[src/rtl/mux2_rr_arbiter.sv]
// Two-requester round-robin burst arbiter with a registered output stage.
// Ports: clk, rst, in0/in1 valid/data/last/ready, out valid/data/sel/ready, busy.
module mux2_rr_arbiter #(
  parameter int DATA_WIDTH = 3,
  parameter int MAX_BURST  = 4,
  parameter int CNT_WIDTH  = 3
) (
  input  logic                  clk,
  input  logic                  rst,
  input  logic                  in0_valid,
  input  logic [DATA_WIDTH-1:0] in0_data,
  input  logic                  in0_last,
  output logic                  in0_ready,
  input  logic                  in1_valid,
  input  logic [DATA_WIDTH-1:0] in1_data,
  input  logic                  in1_last,
  output logic                  in1_ready,
  output logic                  out_valid,
  output logic [DATA_WIDTH-1:0] out_data,
  output logic                  out_sel,
  input  logic                  out_ready,
  output logic                  busy
);

  typedef enum logic [1:0] {
    IDLE,
    GRANT0,
    GRANT1
  } state_t;

  localparam logic [CNT_WIDTH-1:0] LAST_CNT =
    CNT_WIDTH'(MAX_BURST - 1);

  state_t                 state;
  logic                   prio;
  logic [CNT_WIDTH-1:0]   cnt;

  logic                   slot_free;
  logic                   acc;
  logic [DATA_WIDTH-1:0]  acc_data;
  logic                   acc_last;
  logic                   rel;

  // The output register can take a new beat when empty or draining.
  assign slot_free = !out_valid || out_ready;
  assign in0_ready = (state == GRANT0) && slot_free;
  assign in1_ready = (state == GRANT1) && slot_free;

  assign acc = (in0_valid && in0_ready) ||
               (in1_valid && in1_ready);
  assign acc_data = (state == GRANT1) ? in1_data : in0_data;
  assign acc_last = (state == GRANT1) ? in1_last : in0_last;

  // Release on last, or when this beat fills the burst quota.
  assign rel = acc && (acc_last || cnt == LAST_CNT);

  assign busy = (state != IDLE);

  always_ff @(posedge clk) begin
    if (rst) begin
      state     <= IDLE;
      prio      <= 1'b0;
      cnt       <= '0;
      out_valid <= 1'b0;
      out_data  <= '0;
      out_sel   <= 1'b0;
    end else begin
      case (state)
        IDLE: begin
          if (in0_valid && (!in1_valid || !prio))
            state <= GRANT0;
          else if (in1_valid)
            state <= GRANT1;
        end
        GRANT0, GRANT1: begin
          if (rel) begin
            state <= IDLE;
            cnt   <= '0;
            prio  <= (state == GRANT0);
          end else if (acc) begin
            cnt <= cnt + 1'b1;
          end
        end
        default: state <= IDLE;
      endcase

      if (acc) begin
        out_valid <= 1'b1;
        out_data  <= acc_data;
        out_sel   <= (state == GRANT1);
      end else if (out_ready) begin
        out_valid <= 1'b0;
      end
    end
  end

endmodule

[config.mk]
export PLATFORM = sky130hd
export DESIGN_NAME = mux2_rr_arbiter
export DESIGN_NICKNAME = d
export VERILOG_FILES = /design/src/rtl/mux2_rr_arbiter.sv
export SDC_FILE = /design/constraint.sdc
export NUM_CORES = 1
export LEC_CHECK = 0
export BUFFER_PORTS_ARGS = -buffer_cell sky130_fd_sc_hd__buf_2
export CORE_MARGIN = 10
export CORE_UTILIZATION = 30
export DETAILED_ROUTE_END_ITERATION = 10
export PLACE_DENSITY_LB_ADDON = 0.12
export SLEW_MARGIN = 20
export SYNTH_ARGS = -nofsm -noshare
export SYNTH_HDL_FRONTEND = slang
export SYNTH_SLANG_ARGS = --single-unit
export TNS_END_PERCENT = 50
[constraint.sdc]
create_clock -name clk -period 4.3 [get_ports clk]
set_clock_uncertainty 0.1 [all_clocks]
set_input_delay 0.86 -clock clk [delete_from_list [all_inputs] [get_ports clk]]
set_output_delay 0.86 -clock clk [all_outputs]
set_load 0.02 [all_outputs]
==> run_results.csv <==
group,metric,value,unit
sta,final-hold-violation-count,0,
route,route.detailed.drc,0,
power,worst_ir_drop_vdd,0.0001873,V
final_layout,post_route_cells_drive_above_1_share,30.34,%
final_layout,utilization,38.41,%
die,die_h,64.60,um
power,net-switching-power,0.0001905,W
power,cellInternalPower,0.0002567,W
clocking,tritoncts_clock_tree,"built",
worst_setup_path,critical_path.max_fanout,7,
worst_setup_path,type_of_origin_of_the_critical_path,"input pin",
synth,top_post_synthesis_cells_by_area,"dfxtp_1, ha_1, a21oi_1",
worst_setup_path,critPathCaptureType,"output pin",
min_path,hold_crit_path_type,"flip-flop to flip-flop",
route,via_count,537,
worst_setup_path,worst-r2r-cell-count,6,
synth,flip_flop_cell_with_the_highest_count_after_synthesis,"dfxtp_1",
die,die_area,0.004173,mm2
worst_setup_path,arrival,1.53,ns
synth,leading_cell_type_by_number_of_instances_after_synthesis,"dfxtp_1",
synth,synth_async_sr_flop_share,0,%
die,initial_standard_cell_utilization_of_the_core,31.05,%
power,clock_power_share,16.3,%
die,chipWidth,64.60,um
route,drt_first_iter_violations,11,
grt,maximum_number_of_pins_on_one_net_before_global_route_repair,12,
sta,final-setup-viol-count,0,
synth,synth_top_area_share,36.90,%
synth,netlist_top_cells_count,"dfxtp_1, a21oi_1, inv_1, nor2_1",
route,antenna_violating_nets_post_route,0,
synth,synthesis.nets,86,
clocking,cts.hold.buffers_added,0,
worst_setup_path,worstReg2RegEnd,"cnt[2]$_SDFFE_PP0P_",
synth,seq_area_frac_synth,36.90,%
place,portBuffers,20,
place,place.detailed.instances,112,
worst_setup_path,critical_path_class,"input pin to output pin",
grt,grt_use_total,7.376,%
worst_setup_path,r2r-start,"state[0]$_SDFFE_PP0P_",
sta,worstMarginPinSlew,0.3637,ns
die,core_area,0.001922,mm2
worst_setup_path,cp.required,3.34,ns
worst_setup_path,critPathCapture,"in0_ready",
grt,initial_antenna_violation_count,0,
sta,fin_setup_tns,0,ns
die,design.portCount,21,
grt,grt_pass1_wl,2415,um
power,power.leakage,0.3223,nW
sta,maxSlewHeadroom,75.76,%
sta,rsz0062_at_grt,"false",
sta,post-route-period-util,57.98,%
clocking,ctsLongestPathBuffers,2,
synth,yosys_register_bits,11,
synth,synth.lib_cells_used.distinct,25,
place,post_detail_place_hpwl,1108,um
route,detail_route.first_pass.iterations,3,
clocking,post_cts_resize_count,0,
clocking,htree_levels,1,
worst_setup_path,r2r_setup_slack,2.27,ns
synth,count_of_mapped_cells_out_of_synthesis,68,
power,cellPowerDensity,605.8,mW/mm2
synth,synth_top_area_cell,"dfxtp_1",
final_layout,area_delta_synth_final,23.69,%
route,drt-total-wl,1406,um
final_layout,design.final.nets,108,
route,drt-wirelength-per-cell,12.12,um
clocking,cts_inserted_buffers,3,
sta,timing.final.max_slew_violations,0,
final_layout,antenna-diode-count,0,
final_layout,finish.cell_count_without_fillers,116,
sta,period_needed,2.493,ns
power,power.share.switching,42.60,%
synth,post_synth_instance_area,596.8,um2
route,route.detailed.vias_per_inst,4.629,
grt,first_global_vias,558,
synth,number_of_enable_flip_flop_cells_after_synthesis,0,
sta,max_clock_freq,0.4011,GHz
power,comb_power_share,52.6,%
run,maxCapViolations,0,
power,share_seq_of_total_power,31.0,%
worst_setup_path,startpoint,"out_ready",
synth,syn_area_per_cell,8.777,um2
grt,overflow,0,
clocking,cts.root.buffer_cell,"clkbuf_4",
clocking,cts.reportedPaths.clkPinSlew,0.07,ns
die,cell_row_count,16,
clocking,cts.sinks,11,
run_status,outcome,"completed",
place,gpl.final_weighted_congestion,0.7286,
synth,yosys_warnings,0,
clocking,number_of_setup_buffers_added_after_cts,0,
clocking,insertion_delay,0.27,ns
[power by group through the flow]
stage	logic [W]	registers (W)	clock network, W
after floorplan	0.000166	0.000158	0
after global placement	0.000240	0.000141	0
after detailed placement	0.000239	0.000141	0
after CTS	0.000240	0.000139	0.0000770
after global routing	0.000263	0.000142	0.0000807
final	0.000235	0.000139	0.0000730
[cell type report]
cell class                      count  area, um2
Inverter                            6      22.52
Timing Repair Buffer               20      100.1
Fill cell                         228       1184
Tap cell                           27      33.78
Clock buffer                        4      26.28
Sequential cell                    11      220.2
Multi-Input combinational cell     48      335.3
[metal layers]
layer | global-route usage, % | routed length (um) | share of wire (%) | vias up
met1 | 8.480 | 635 | 45 | 234
met3 | 3.436 | 110 | 7.8 | 4
met2 | 10.34 | 630 | 45 | 16
met5 | 0 | 0 | 0 | -
li1 | - | - | - | 283
met4 | 5.615 | 30 | 2.1 | 0
[cell usage in the layout (no fill, tap or decap), drive strengths merged]
master / instances
o21ai: 1
a311oi: 1
nand4: 3
nor2: 6
or2: 1
a211oi: 3
dfxtp: 11
a22o: 1
mux2: 1
mux2i: 3
nand2b: 1
nand2: 5
ha: 5
o32ai: 1
buf: 20
o221a: 1
inv: 6
and2: 4
a21oi: 6
o211ai: 1
clkbuf: 4
or3: 2
a22oi: 1
nand3: 1
[cell families (layout without fill, tap and decap cells)]
family                     after synthesis  count (layout)  synth area share (%)
buffers and inverters                    9              30                 6.918
AOI/OAI and AO/OA                       16              16                 18.66
adders and majority gates                5               5                 10.48
DFF                                     11              11                 36.90
muxes                                    4               4                 7.547
and+or+nand+nor                         23              23                 19.50
[registers in the layout, indices dropped and copies added (netlist names)]
register / cells
cnt: 3
out_valid: 1
out_sel: 1
state: 2
out_data: 3
prio: 1
[critical path, stage by stage]
cell	delay, ns
buf_2	0.09
nand2b_1	0.21
and2_1	0.21
buf_2	0.16
[worst min-delay path by stage]
stage | from | to | cells past startpoint
finish | cnt[1]$_SDFFE_PP0P_ | cnt[1]$_SDFFE_PP0P_ | 2
detailed placement | cnt[1]$_SDFFE_PP0P_ | cnt[1]$_SDFFE_PP0P_ | 2
global route | cnt[2]$_SDFFE_PP0P_ | cnt[2]$_SDFFE_PP0P_ | 2
global placement | cnt[2]$_SDFFE_PP0P_ | cnt[2]$_SDFFE_PP0P_ | 2
CTS | cnt[2]$_SDFFE_PP0P_ | cnt[2]$_SDFFE_PP0P_ | 2
floorplan | cnt[2]$_SDFFE_PP0P_ | cnt[2]$_SDFFE_PP0P_ | 2
[metrics by stage]
step	worst slack, ns	cell area [um2]	power, W	hold WS (ns)
global route	1.723	738.2	0.0004860	0.3904
finish	1.807	738.2	0.0004472	0.3560
floorplan	2.037	596.8	0.0003240	0.3319
CTS	1.800	738.2	0.0004555	0.3601
detailed placement	1.804	711.9	0.0003802	0.3512
global placement	1.802	711.9	0.0003805	0.3429
Note: power is estimated with default switching activity, not from simulation.
